$ cat src/rtl/cpu_types_pkg.sv
// Shared types for the memory-side blocks of the pipelined core:
// RAM handshake state, machine word, and arbiter FSM encoding.
package cpu_types_pkg;

  typedef enum logic [1:0] {
    FREE   = 2'd0,
    BUSY   = 2'd1,
    ACCESS = 2'd2,
    ERROR  = 2'd3
  } ramstate_t;

  typedef logic [31:0] word_t;

  typedef enum logic [1:0] {
    IDLE  = 2'd0,
    IGNT  = 2'd1,
    DGNT  = 2'd2,
    FAULT = 2'd3
  } arb_state_t;

endpackage

$ cat src/rtl/arb_watchdog.sv
// Transaction watchdog: counts cycles an access has been outstanding and
// flags expiry when the count reaches TIMEOUT. TIMEOUT=0 disables it.
// Reusable by any grant/ACCESS style requester (arbiter, bus controller).
module arb_watchdog #(
  parameter int unsigned TIMEOUT = 255
) (
  input  logic CLK,
  input  logic nRST,
  input  logic clear,   // start of a new transaction
  input  logic run,     // transaction outstanding this cycle
  input  logic done,    // transaction completes this cycle
  output logic expire
);

  localparam int W = (TIMEOUT < 2) ? 1 : $clog2(TIMEOUT + 1);

  logic [W-1:0] r_cnt;

  // Count waiting cycles; hold at the limit so the count never wraps.
  always_ff @(posedge CLK or negedge nRST) begin
    if (!nRST)                        r_cnt <= '0;
    else if (clear)                   r_cnt <= '0;
    else if (run && !done && !expire) r_cnt <= r_cnt + 1'b1;
  end

  assign expire = (TIMEOUT != 0) && run && (r_cnt == W'(TIMEOUT));

endmodule

$ cat src/rtl/mem_arbiter.sv
// Shared RAM port arbiter between the I-cache (read-only) and D-cache
// (read/write). One grant at a time, held until RAM reports ACCESS, with a
// mandatory IDLE turnaround between transactions. A watchdog or a RAM ERROR
// drops the arbiter into a sticky FAULT that only nRST clears.
// Optional macro ARB_FAIR_EN: after FAIR_LIMIT data grants that bypassed a
// pending instruction fetch, the fetch is granted next. Without it, data
// requests have strict priority.
module mem_arbiter
  import cpu_types_pkg::*;
#(
  parameter int unsigned TIMEOUT    = 255,
  parameter int unsigned FAIR_LIMIT = 4
) (
  input  logic        CLK,
  input  logic        nRST,
  input  logic        iREN,
  input  logic [31:0] iaddr,
  input  logic        dREN,
  input  logic        dWEN,
  input  logic [31:0] daddr,
  input  logic [31:0] dstore,
  output logic        iwait,
  output logic        dwait,
  output logic [31:0] iload,
  output logic [31:0] dload,
  output logic        ramREN,
  output logic        ramWEN,
  output logic [31:0] ramaddr,
  output logic [31:0] ramstore,
  input  logic [31:0] ramload,
  input  logic [1:0]  ramstate,
  output logic        err
);

  arb_state_t r_state, w_next;
  logic       w_acc, w_rerr, w_grant, w_clear, w_expire, w_ifair;

  assign w_acc   = (ramstate == ACCESS);
  assign w_rerr  = (ramstate == ERROR);
  assign w_grant = (r_state == IGNT) || (r_state == DGNT);
  assign w_clear = (r_state == IDLE) && (w_next != IDLE);

  // Read data is a pass-through; the requester only samples it when its
  // wait signal drops.
  assign iload = ramload;
  assign dload = ramload;
  assign err   = (r_state == FAULT);

  arb_watchdog #(.TIMEOUT(TIMEOUT)) u_wdog (
    .CLK    (CLK),
    .nRST   (nRST),
    .clear  (w_clear),
    .run    (w_grant),
    .done   (w_acc),
    .expire (w_expire)
  );

`ifdef ARB_FAIR_EN
  localparam int FW = (FAIR_LIMIT < 2) ? 1 : $clog2(FAIR_LIMIT + 1);
  logic [FW-1:0] r_fcnt;

  assign w_ifair = iREN && (r_fcnt == FW'(FAIR_LIMIT));

  // Count data grants taken over a waiting fetch; a fetch grant resets it.
  always_ff @(posedge CLK or negedge nRST) begin
    if (!nRST)                                          r_fcnt <= '0;
    else if ((r_state == IDLE) && (w_next == IGNT))     r_fcnt <= '0;
    else if ((r_state == IDLE) && (w_next == DGNT) && iREN) r_fcnt <= r_fcnt + 1'b1;
  end
`else
  logic w_unused_fair;
  assign w_unused_fair = (FAIR_LIMIT == 0);
  assign w_ifair       = 1'b0;
`endif

  // State register.
  always_ff @(posedge CLK or negedge nRST) begin
    if (!nRST) r_state <= IDLE;
    else       r_state <= w_next;
  end

  // Next state and RAM/cache-side outputs; ACCESS beats watchdog expiry.
  always_comb begin
    w_next   = r_state;
    iwait    = 1'b1;
    dwait    = 1'b1;
    ramREN   = 1'b0;
    ramWEN   = 1'b0;
    ramaddr  = '0;
    ramstore = '0;
    case (r_state)
      IDLE: begin
        if (w_ifair)          w_next = IGNT;
        else if (dREN | dWEN) w_next = DGNT;
        else if (iREN)        w_next = IGNT;
      end
      IGNT: begin
        ramaddr = iaddr;
        ramREN  = 1'b1;
        if (w_acc) begin
          iwait  = 1'b0;
          w_next = IDLE;
        end else if (w_rerr || w_expire) begin
          w_next = FAULT;
        end
      end
      DGNT: begin
        ramaddr  = daddr;
        ramstore = dstore;
        ramWEN   = dWEN;
        ramREN   = dREN & ~dWEN;
        if (w_acc) begin
          dwait  = 1'b0;
          w_next = IDLE;
        end else if (w_rerr || w_expire) begin
          w_next = FAULT;
        end
      end
      default: w_next = FAULT;
    endcase
  end

endmodule
$ cat config.mk
export PLATFORM = sky130hd
export DESIGN_NAME = mem_arbiter
export DESIGN_NICKNAME = d
export VERILOG_FILES = /design/src/rtl/cpu_types_pkg.sv /design/src/rtl/arb_watchdog.sv /design/src/rtl/mem_arbiter.sv
export SDC_FILE = /design/constraint.sdc
export NUM_CORES = 1
export LEC_CHECK = 0
export BUFFER_PORTS_ARGS = -buffer_cell sky130_fd_sc_hd__buf_2
export CORE_AREA = 3 3 104 106
export CTS_CLUSTER_DIAMETER = 150
export DETAILED_ROUTE_END_ITERATION = 7
export DIE_AREA = 0 0 107 109
export PLACE_DENSITY = 0.58
export SLEW_MARGIN = 5
export SYNTH_ARGS = -nofsm -noshare
export SYNTH_HDL_FRONTEND = slang
export SYNTH_SLANG_ARGS = --single-unit
$ cat constraint.sdc
create_clock -name CLK -period 2.02 [get_ports CLK]
set_clock_uncertainty 0.15 [all_clocks]
set_input_delay 0.606 -clock CLK [delete_from_list [all_inputs] [get_ports CLK]]
set_output_delay 0.606 -clock CLK [all_outputs]
set_load 0.02 [all_outputs]
After elaboration in Yosys (flattened, before gate mapping)

Index checks and enable logic that the tools add are counted.

Bits in registers: 10
Latch bits: 0
RAM bits: 0
Memory bits (read-only): 0
Input port bits: 135
Output and inout port bits: 133
Logic and storage cells: 38
Memories kept: 0

Add/subtract/negate cells: 1
$mul: 0
Divide/modulo/power cells: 0
Order comparisons: 0
Equal/unequal tests: 6
Shift operators: 0
Multiplexer cells: 14
Bitwise operators: 3
Reduce and logical (&&, ||, !) cells: 12

Operators by type and width:

| kind                                                                  | number |
|---|---|
| 32-bit case mux with 2 select lines                                   | 1 |
| 32-bit 2-to-1 mux                                                     | 1 |
| 8-bit 2-to-1 mux                                                      | 2 |
| 8-bit by 1-bit adder with 8-bit output, second input constant         | 1 |
| 2-bit equality test, second input constant                            | 4 |
| 8-bit equality test, second input constant                            | 1 |
| 2-bit 2-to-1 mux                                                      | 4 |
| 1-bit logical AND                                                     | 4 |
| 1-bit 2-to-1 mux                                                      | 4 |
| 2-bit case mux with 2 select lines                                    | 1 |
| 2-bit nonzero test                                                    | 2 |
| 2-bit by 1-bit equality test with 1-bit output, second input constant | 1 |
| 1-bit logical NOT                                                     | 2 |
| 2-bit logical NOT                                                     | 1 |
| 1-bit logical OR                                                      | 2 |
| 1-bit case mux with 2 select lines                                    | 1 |
| 2-bit OR reduction                                                    | 1 |
| 1-bit bitwise AND                                                     | 1 |
| 1-bit inverter                                                        | 1 |
| 1-bit bitwise OR                                                      | 1 |

Depth between registers and ports, before layout

Gate-level depths: netlist of the first run.

Depth after elaboration: 10
Gate-level depth with buffers: 8
Depth with buffers taken out: 7

Modules after synthesis

From an unflattened synthesis of the first run, not the netlist that was laid out.

Cells, all modules: 249
Area total of the unflattened synthesis: 1840.5 um^2

Modules (own cells, without submodules):

| module       | times used | cells each | area each (um^2) | seq. area each (um^2) |
|---|---|---|---|---|
| mem_arbiter  | 1          | 203        | 1408.9           | 50.0 |
| arb_watchdog | 1          | 46         | 431.7            | 200.2 |

Worst setup path after synthesis of the first run

Ideal clock, no wire load.

Kind: flip-flop to output port
Start point: reg r_state[1]
End point: out ramaddr[0]
Arrival time: 1521 ps
Required time: 1264 ps
Path slack: -257 ps
Cell stages (with the launch flop): 7
Path buffers: 2
Cells stage by stage: dfrtp_1 inv_1 ha_1 clkbuf_1 clkbuf_1 a22oi_1 nor2b_1

Cells in the longest elaborated chain, start to end: 2
Elaborated cells between the ends (all ways): 3
Those cells by class: 2 x eq/ne; 1 x mux

Ends and longest elaborated chain:

| element                                                                               | line              | RTL |
|---|---|---|
| start: declaration                                                                    | mem_arbiter.sv:35 | `arb_state_t r_state, w_next;` |
| start signal: assignment                                                              | mem_arbiter.sv:79 | `else r_state <= w_next;` |
| 2-bit equality test or 2-bit by 1-bit equality test with 1-bit output (tied branches) | mem_arbiter.sv:91 | `case (r_state)` |
| 32-bit case mux with 2 select lines (*)                                               | mem_arbiter.sv:91 |  |
| end: declaration                                                                      | mem_arbiter.sv:28 | `output logic [31:0] ramaddr,` |

Every way passes the cells marked *; elsewhere a longest branch is shown, timed or not.

Worst setup path after layout of the first run

Start point: reg r_state[1]
End point: out ramaddr[24]

The elaborated chain is that of the path after synthesis.

==> results of run 1 <==
==> state kept, by name, indices dropped and copies added (netlist names) <==
| register | count |
|---|---|
| u_wdog.r_cnt | 8 |
| r_state | 2 |
==> layout by cell type (no fill, tap or decap), types with 3 or more instances in the layout <==
cell type	n
nor2_1	5
buf_2	107
nor2b_2	19
and2_2	4
nor3_1	4
dfrtp_1	10
and2_4	27
a22oi_2	17
nor2_2	6
xnor2_1	6
buf_6	55
a22oi_1	15
nand2_1	3
nor2b_4	14
clkbuf_8	4
inv_1	4
buf_12	5
clkbuf_16	3
buf_4	20
==> worst max-delay path by stage <==
stage,start,to,slack (ns),cells past startpoint
6_report,r_state[1],ramaddr[24],-0.35,7
2_1_floorplan,r_state[0],ramaddr[0],-0.05,5
3_5_place_dp,r_state[1],ramaddr[4],-0.16,6
4_1_cts,r_state[1],ramaddr[21],-0.37,7
3_3_place_gp,r_state[1],ramaddr[4],-0.14,6
5_1_grt,r_state[1],ramaddr[26],-0.42,6
==> layer usage <==
metal	up-vias	track usage (%)	part of all wire [%]
li1	977	-	-
met1	998	13.1	34
met2	110	22.6	57
met3	11	2.37	7.9
met4	0	2.01	1.2
met5	-	0	0
==> final cells by class <==
class | instances | area [sq um] | share of cell area, %
Timing Repair Buffer | 193 | 1540 | 44.9
Multi-Input combinational cell | 148 | 1400 | 40.8
Sequential cell | 10 | 250 | 7.30
Tap cell | 133 | 166 | 4.85
Clock buffer | 4 | 55.1 | 1.61
Inverter | 5 | 18.8 | 0.547
==> per-stage QoR <==
stage | hold WS [ns] | util (%) | instances | power [mW] | setup TNS [ns]
2_1_floorplan | 0.160 | - | 242 | 2.97 | -1.44
3_3_place_gp | 0.331 | 26.8 | 482 | 3.99 | -5.93
3_5_place_dp | 0.336 | 26.8 | 482 | 4.03 | -7.41
4_1_cts | 0.0788 | 30.5 | 489 | 5.09 | -21.13
5_1_grt | 0.0846 | 34.8 | 493 | 6.26 | -24.37
6_report | 0.0697 | 34.8 | 493 | 5.90 | -19.12
==> cells by family (layout without fill, tap and decap cells) <==
logic type	count (synthesis)	in the layout	share of synthesized area, %
AND/OR/NAND/NOR	92	92	29.8
XOR/XNOR	7	7	3.36
adder cells (fa/ha/maj)	5	5	3.43
multiplexers	1	1	0.549
flip-flops	10	10	13.7
AO/OA/AOI/OAI	43	43	18.3
buffers and inverters	84	202	30.9
==> timing repair <==
action / in CTS / in global routing
cloned: 1 / 3
resized for setup: 77 / 114
pin swaps: 4 / 6
setup endpoints to repair: 76 / 77
hold buffers: 0 / 0
setup buffers: 3 / 1
==> power by group <==
part / switching [mW] / internal (mW)
Combinational: 2.45 / 2.88
Clock: 0.0850 / 0.172
Sequential: 0.0507 / 0.253
Total: 2.59 / 3.31
==> PnR_summary.wiki, run 1 <==
{| class="wikitable"
! Metric !! Value
|-
| Clk sinks || 10
|-
| Cell Area, Placed || 2640 sq um
|-
| Number of design rule violations left after detail routing || 0
|-
| Ranking of synthesized cells by area || buf_4 26%, dfrtp_1 14%, a22oi_1 13%, and2_1 11%, nor2b_1 11%
|-
| Die Height || 109 um
|-
| Cells after synthesis || 242
|-
| Critical Path End Type || primary output
|-
| Number of placement rows || 36
|-
| Setup slack of the critical path after layout || -0.354 ns
|-
| Reg-to-Reg End || u_wdog.r_cnt[2]
|-
| Global-route wire length before repair || 10,600 um
|-
| Post-synthesis cell type count || 26
|-
| Top cells by count, synth || 64 x buf_4, 33 x and2_1, 33 x nor2b_1
|-
| Ys async rst share || 100%
|-
| Relative slew slack || 80.2%
|-
| CP top delay family || buffers and inverters
|-
| Last weighted congestion value of the routability-driven placer || 0.839
|-
| CTS clk-pin slew, worst paths || 0.05 ns
|-
| Setup repair after global routing missed its margin || true
|-
| Number of H-tree levels || 1
|-
| Maximum number of pins on one net before global-route repair || 24
|-
| Slew Limit Fails || 0
|-
| VDD IR-drop max || 0.696 mV
|-
| Die area || 11,700 sq um
|-
| Arrival @ worst endpoint || 1.62 ns
|-
| Transition time of the tightest slew-check pin || 0.297 ns
|-
| Number of detailed-route iterations in the first pass || 5
|-
| Buffer and inverter count on the worst path || 4
|-
| Fmax || 0.421 GHz
|-
| DRC marker count from the first detailed-route iteration || 75
|-
| Starting density of the core || 18.5%
|-
| Internal reg-to-reg setup slack || -0.20 ns
|-
| Total length of routed wires || 8140 um
|-
| Number of buffers between clock root and the deepest sink || 2
|-
| Number of buffers created by CTS || 3
|-
| Violated checks || setup timing
|-
| Data required time at the worst endpoint || 1.26 ns
|-
| Via count of the routed design || 2,096
|-
| Final setup violation count || 76
|-
| Total global routing track utilization || 11.6%
|-
| Layout overhead on the synthesized area || 87.9%
|-
| Worst R2R Path Depth || 9
|-
| Share of final-layout standard cells stronger than drive strength 1 || 82.8%
|-
| Number of top-level pins || 268
|-
| Number of global-route vias before repair || 1,984
|-
| Final Instance Area || 3430 sq um
|-
| Layout filler cell count || 1,000
|-
| Average routed wire per standard cell || 16.5 um
|-
| Category of the worst setup path launch point || register
|-
| Share of the synthesized area in the top cell type || 26.3%
|-
| Cell type of the slowest stage on the worst timing path || dfrtp_1
|-
| Post-synth net total || 382
|-
| TritonCTS clock tree || done
|-
| Critical Path, Cell by Cell || buf_6 -> ha_4 -> buf_12 -> buf_8 -> a22oi_2 -> nor2b_2 -> buf_6
|-
| Via density per instance || 4.25
|-
| Final clock period utilization by the worst path || 118%
|-
| Peak per-stage delay on the critical path || 0.40 ns
|-
| Outcome || complete, but fails checks
|-
| Category of the critical setup timing path || reg2out
|-
| Tightest Hold Check Type || in2async
|-
| Core area || 9860 sq um
|-
| Most frequent cell after synthesis || buf_4
|-
| Port Buf Inserts || 171
|-
| Leakage power of the design || 1.64 nW
|-
| Cell area power density || 1720 nW/um^2
|-
| Area of the mapped netlist || 1820 sq um
|-
| Primary flip-flop cell chosen by synthesis mapping || dfrtp_1
|-
| Crit path top cell by count || buf_6
|-
| Seq cells post-synth || 10
|-
| Number of flops mapped to enable cells by yosys || 0
|-
| Synth warnings || 0
|-
| Number of diodes added for antenna fixing || 0
|-
| Insertion delay of the later-clocked pin in the worst-skew pair || 0.24 ns
|-
| Max-capacitance violation count || 0
|-
| Clock root buffer || clkbuf_8
|-
| Die extent in x || 107 um
|-
| Placed wire-length estimate || 5870 um
|-
| Largest driver fanout on the critical path || 7
|-
| Final hold vios || 0
|-
| Net count, final || 501
|-
| Avg Inst Size Synth || 7.54 sq um
|-
| Sequential cell area fraction in the yosys report || 13.7%
|-
| Sum of overflow across all layers after global routing || 0
|-
| Startpoint of the worst register-to-register path || r_state[1]
|-
| Dominant cell type by area after synthesis || buf_4
|-
| Time the final worst path needs with I/O delays and setup || 2.37 ns
|-
| DRT antenna net count || 0
|-
| Number of antenna violations at the first check in global routing || 0
|-
| Post-Place Setup Slack || -0.164 ns
|}
No activity file was read; power rests on OpenSTA's default activity.
==> run 2, diff against run 1 <==
Settings changed: GPL_TIMING_DRIVEN set to 0.
==> run 2 against run 1 <==
The run still ends with setup timing left. Critical path depth down 1. Via count up 25%. Fmax up 1.8%. Register-to-register slack improved by 0.11 ns. First-iteration DRC count fell by 13%. Global-route usage rose by 3.0 points. Sequential power up 4%. Count of clock-buffer cells in the layout down 1. Total power increased by 18%. Combinational power grew 20%. Sequential share of layout area down 1.8 points.
==> PnR_summary.wiki, run 2 (synthesis results as in run 1) <==
{| class="wikitable"
! Metric !! Value
|-
| Combinational fraction of design power || 92.5%
|-
| Flop pwr share || 4.5%
|-
| Fmax || 0.429 GHz
|-
| DRT antenna net count || 0
|-
| Leakage power of the design || 2.33 nW
|-
| Largest driver fanout on the critical path || 8
|-
| Registers with the highest flip-flop counts || u_wdog.r_cnt (8), r_state (2)
|-
| Reg-to-Reg End || u_wdog.r_cnt[3]
|-
| Clk sinks || 10
|-
| Category of the worst setup path launch point || register
|-
| Arrival @ worst endpoint || 1.58 ns
|-
| Number of H-tree levels || 1
|-
| Number of top-level pins || 268
|-
| Number of buffers created by CTS || 3
|-
| Total global routing track utilization || 14.6%
|-
| Outcome || complete, but fails checks
|-
| Final hold vios || 0
|-
| Net count, final || 641
|-
| Insertion delay of the later-clocked pin in the worst-skew pair || 0.24 ns
|-
| Die area || 11,700 sq um
|-
| Final Instance Area || 4600 sq um
|-
| VDD IR-drop max || 0.585 mV
|-
| Power share of the clock group || 2.9%
|-
| Starting density of the core || 18.5%
|-
| Final setup violation count || 75
|-
| Number of global-route vias before repair || 2,632
|-
| TritonCTS clock tree || done
|-
| Number of antenna violations at the first check in global routing || 0
|-
| Relative slew slack || 80.1%
|-
| CTS clk-pin slew, worst paths || 0.04 ns
|-
| Number of diodes added for antenna fixing || 0
|-
| Cell area power density || 1510 nW/um^2
|-
| Average routed wire per standard cell || 15.6 um
|-
| Placed wire-length estimate || 7230 um
|-
| Die extent in x || 107 um
|-
| Setup slack of the critical path after layout || -0.312 ns
|-
| DRC marker count from the first detailed-route iteration || 65
|-
| Critical Path End Type || primary output
|-
| Slew Limit Fails || 0
|-
| Startpoint of the worst register-to-register path || r_state[0]
|-
| Time the final worst path needs with I/O delays and setup || 2.33 ns
|-
| Largest reg by FF count || u_wdog.r_cnt
|-
| Via density per instance || 4.16
|-
| Hold Slack || 0.0792 ns
|-
| Number of buffers between clock root and the deepest sink || 2
|-
| Number of placement rows || 36
|-
| Number of detailed-route iterations in the first pass || 4
|-
| Via count of the routed design || 2,629
|-
| Layout overhead on the synthesized area || 152%
|-
| Worst R2R Path Depth || 9
|-
| Port Buf Inserts || 235
|-
| Total length of routed wires || 9830 um
|-
| Internal Pwr Total || 4.00 mW
|-
| Largest register FFs || 8
|-
| Die Height || 109 um
|-
| Tightest Hold Check Type || in2async
|-
| Setup repair after global routing missed its margin || true
|-
| Final core area utilization || 46.6%
|-
| Core area || 9860 sq um
|-
| Sum of overflow across all layers after global routing || 0
|-
| Cell Area, Placed || 3350 sq um
|-
| Category of the critical setup timing path || reg2out
|-
| Multi-input logic area || 1540 sq um
|-
| Clock root buffer || clkbuf_8
|-
| Global-route wire length before repair || 13,600 um
|-
| Internal reg-to-reg setup slack || -0.09 ns
|-
| Transition time of the tightest slew-check pin || 0.297 ns
|-
| Final clock period utilization by the worst path || 115%
|-
| Violated checks || setup timing
|-
| Last weighted congestion value of the routability-driven placer || 0.810
|-
| Layout filler cell count || 914
|-
| Switching power of the nets || 2.95 mW
|-
| Number of design rule violations left after detail routing || 0
|-
| Max-capacitance violation count || 0
|-
| Top library cells by usage in the layout, fill and taps aside || 166 x buf_2, 73 x buf_4, 72 x buf_6, 33 x and2_4, 32 x a22oi_2
|-
| Data required time at the worst endpoint || 1.26 ns
|-
| Commonest non-fill, non-tap cell in the layout || buf_2
|-
| Switching fraction of total power || 42.5%
|-
| Register area || 251 sq um
|-
| Maximum number of pins on one net before global-route repair || 11
|-
| Share of final-layout standard cells stronger than drive strength 1 || 91.8%
|-
| CTS hold repair buffers || 0
|}
## run 2: final cells by class
class,instances,share of cell area (%)
Sequential cell,10,5.47
Timing Repair Buffer,256,40.4
Inverter,5,0.463
Multi-Input combinational cell,148,33.6
Tap cell,133,3.62
Buffer,77,15.6
Clock buffer,3,0.898
## run 2: power groups by stage
stage | clock network, mW | logic (mW) | registers (mW)
5_1_grt | 0.217 | 6.77 | 0.322
6_report | 0.203 | 6.43 | 0.316
3_5_place_dp | 0 | 3.72 | 0.310
2_1_floorplan | 0 | 2.67 | 0.297
4_1_cts | 0.210 | 5.78 | 0.302
3_3_place_gp | 0 | 3.70 | 0.307
## run 2: worst max path at each step
stage               start            to  cells after the start
3_5_place_dp   r_state[0]  ramstore[25]                      6
2_1_floorplan  r_state[0]    ramaddr[0]                      5
6_report       r_state[0]  ramstore[27]                      6
5_1_grt        r_state[0]  ramstore[14]                      6
4_1_cts        r_state[1]   ramaddr[29]                      7
3_3_place_gp   r_state[0]  ramstore[14]                      6
## run 2: per-layer routing
metal	track usage, %	routed length, um
met1	15.3	3260
met2	30.0	5710
met3	2.61	713
met4	3.20	144
met5	0	0
## run 2: critical path, cell delays in order (launching register included)
cell and delay [ns]:
dfrtp_2 0.44, inv_4 0.09, ha_4 0.22, clkbuf_16 0.20
buf_8 0.12, and2_4 0.14, buf_6 0.11
## run 2: what timing repair did
action | 4_1_cts | 5_1_grt
resized for setup | 242 | 56
setup buffers | 7 | 5
setup endpoints to repair | 76 | 77
pin swaps | 30 | 13
gates cloned | 8 | 1
## run 2: through the flow
stage          TNS [ns]  total power, mW  setup slack (ns)  instances
6_report         -18.30             6.95            -0.312        632
5_1_grt          -23.27             7.31            -0.363        632
4_1_cts          -19.03             6.29            -0.301        628
3_5_place_dp     -24.66             4.03            -0.483        610
3_3_place_gp     -23.45             4.01            -0.468        610
2_1_floorplan     -1.44             2.97           -0.0485        242
==> run 3, diff against run 2 <==
Settings changed: CAP_MARGIN set to 0, RECOVER_POWER set to 100.
==> run 3 against run 2 <==
The run still ends with setup timing left. Global-route usage did not move. Largest cell class unchanged. Fmax barely moved. First-iteration DRC count fell by 9.2%. Utilization fell by 0.82 points. Sequential power barely moved. Critical path type unchanged. Largest power group unchanged. Combinational power barely moved. Die area did not move. Setup slack barely moved. Sequential share of layout area rose by 0.098 points. Total power fell by 0.16%. Sequential cell count did not move.
==> PnR_summary.wiki, run 3 (synthesis results as in run 1) <==
{| class="wikitable"
! Metric !! Value
|-
| Outcome || complete, but fails checks
|-
| Violated checks || setup timing
|-
| Final clock period utilization by the worst path || 115%
|-
| Starting density of the core || 18.5%
|-
| Buffer and inverter count on the worst path || 4
|-
| Critical Path End Type || primary output
|-
| Largest register FFs || 8
|-
| Largest driver fanout on the critical path || 8
|-
| Total length of routed wires || 9910 um
|-
| Setup repair after global routing missed its margin || true
|-
| Slew Limit Fails || 0
|-
| VDD IR-drop max || 0.587 mV
|-
| Total global routing track utilization || 14.6%
|-
| Port Buf Inserts || 235
|-
| Register area || 251 sq um
|-
| Average routed wire per standard cell || 15.7 um
|-
| Max-capacitance violation count || 0
|-
| Number of placement rows || 36
|-
| Number of design rule violations left after detail routing || 0
|-
| Power share of the clock group || 2.9%
|-
| Core area || 9860 sq um
|-
| Post-Place Setup Slack || -0.483 ns
|-
| Via count of the routed design || 2,624
|-
| Tightest Hold Check Type || in2async
|-
| Final setup violation count || 76
|-
| CP top delay family || buffers and inverters
|-
| Number of placed instances, taps included || 610
|-
| TritonCTS clock tree || done
|-
| Transition time of the tightest slew-check pin || 0.584 ns
|-
| Clk sinks || 10
|-
| Via density per instance || 4.15
|-
| Top library cells by usage in the layout, fill and taps aside || 101 x buf_2, 73 x buf_4, 72 x buf_6, 65 x clkbuf_1, 33 x and2_4
|-
| Routed length on met1 || 3340 um
|-
| Number of buffers between clock root and the deepest sink || 2
|-
| Number of standard cells in the layout, taps in and fillers out || 632
|-
| Setup slack of the critical path after layout || -0.313 ns
|-
| Critical Path, Cell by Cell || inv_4 -> ha_4 -> clkbuf_16 -> buf_8 -> and2_4 -> buf_6
|-
| Category of the critical setup timing path || reg2out
|-
| Number of detailed-route iterations in the first pass || 4
|-
| Global-route wire length before repair || 13,600 um
|-
| Switching power of the nets || 2.96 mW
|-
| Cell area power density || 1540 nW/um^2
|-
| Internal Pwr Total || 3.98 mW
|-
| Multi-input logic area || 1540 sq um
|-
| Die extent in x || 107 um
|-
| CTS clk-pin slew, worst paths || 0.04 ns
|-
| Sum of overflow across all layers after global routing || 0
|-
| Combinational fraction of design power || 92.5%
|-
| Setup TNS || -18.43 ns
|-
| Registers with the highest flip-flop counts || u_wdog.r_cnt (8), r_state (2)
|-
| Cell type of the slowest stage on the worst timing path || dfrtp_2
|-
| Largest reg by FF count || u_wdog.r_cnt
|-
| Length of routed met3 wiring || 738 um
|-
| Switching fraction of total power || 42.7%
|-
| Die area || 11,700 sq um
|-
| Top routing layer used || met4
|-
| Final hold vios || 0
|-
| Peak per-stage delay on the critical path || 0.44 ns
|-
| Insertion delay of the later-clocked pin in the worst-skew pair || 0.24 ns
|-
| DRC marker count from the first detailed-route iteration || 59
|-
| Data required time at the worst endpoint || 1.26 ns
|-
| Category of the worst setup path launch point || register
|-
| DRT antenna net count || 0
|-
| Final core area utilization || 45.8%
|-
| Number of antenna violations at the first check in global routing || 0
|-
| Clock root buffer || clkbuf_8
|-
| Placed wire-length estimate || 7230 um
|-
| Share of final-layout standard cells stronger than drive strength 1 || 78.8%
|-
| Time the final worst path needs with I/O delays and setup || 2.33 ns
|-
| Number of diodes added for antenna fixing || 0
|-
| Fmax || 0.429 GHz
|-
| Layout overhead on the synthesized area || 148%
|-
| Hold Slack || 0.192 ns
|-
| Flop pwr share || 4.5%
|-
| Number of top-level pins || 268
|-
| Layout filler cell count || 959
|-
| Relative slew slack || 61.1%
|-
| Number of buffers created by CTS || 3
|-
| Number of H-tree levels || 1
|-
| Leakage power of the design || 2.15 nW
|-
| Maximum number of pins on one net before global-route repair || 11
|-
| Last weighted congestion value of the routability-driven placer || 0.810
|-
| Number of global-route vias before repair || 2,632
|-
| Net count, final || 641
|-
| Commonest non-fill, non-tap cell in the layout || buf_2
|-
| Amount of wire on met2 after detailed routing || 5690 um
|-
| Arrival @ worst endpoint || 1.58 ns
|-
| Die Height || 109 um
|}
[run 3: cell count changes in the layout (fill, tap and decap cells not counted), sizes merged]
cell    previous run  this run
buf              327       262
clkbuf             9        74
[run 3: final cells by class]
class | instances | area share (%)
buffer | 77 | 15.8
clock buffer | 3 | 0.914
inverter | 5 | 0.471
multi-input combinational | 148 | 34.2
sequential | 10 | 5.57
tap | 133 | 3.68
timing repair buffer | 256 | 39.3
[run 3: worst paths after layout]
kind	startpoint	to	slack, ns	depth (start not counted)
setup / recovery	r_state[0]	ramstore[27]	-0.31	6
hold / removal	nRST	u_wdog.r_cnt[5]	0.19	1
setup reg to reg	r_state[0]	u_wdog.r_cnt[2]	-0.10	9
hold reg to reg	u_wdog.r_cnt[6]	u_wdog.r_cnt[6]	0.43	2
max in group asynchronous	nRST	r_state[0]	1.11	1
min in group CLK	u_wdog.r_cnt[6]	u_wdog.r_cnt[6]	0.43	2
[run 3: timing repair]
action | CTS | global route
gates resized for setup | 242 | 56
endpoints found under the setup margin | 76 | 77
hold endpoints to repair | 0 | 0
hold buffers | 0 | 0
pin swaps | 30 | 13
buffers inserted | 7 | 5
gates cloned | 8 | 1
[run 3: per-layer routing]
metal / track usage [%] / up-vias
met5: 0 / -
met4: 3.20 / 0
met3: 2.61 / 13
met2: 30.0 / 110
met1: 15.3 / 1243
li1: - / 1258
[run 3: power by group through the flow]
stage	Sequential, mW	Clock, mW	Combinational, mW
after global placement	0.307	0	3.70
after global routing	0.322	0.217	6.75
after detailed placement	0.310	0	3.72
after floorplan	0.297	0	2.67
final	0.316	0.205	6.42
after CTS	0.302	0.210	5.78
[run 3: per-stage QoR]
stage	instance area [sq um]	power, mW
floorplan	2010	2.97
global placement	3350	4.01
detailed placement	3350	4.03
CTS	4400	6.29
global route	4520	7.29
finish	4520	6.94
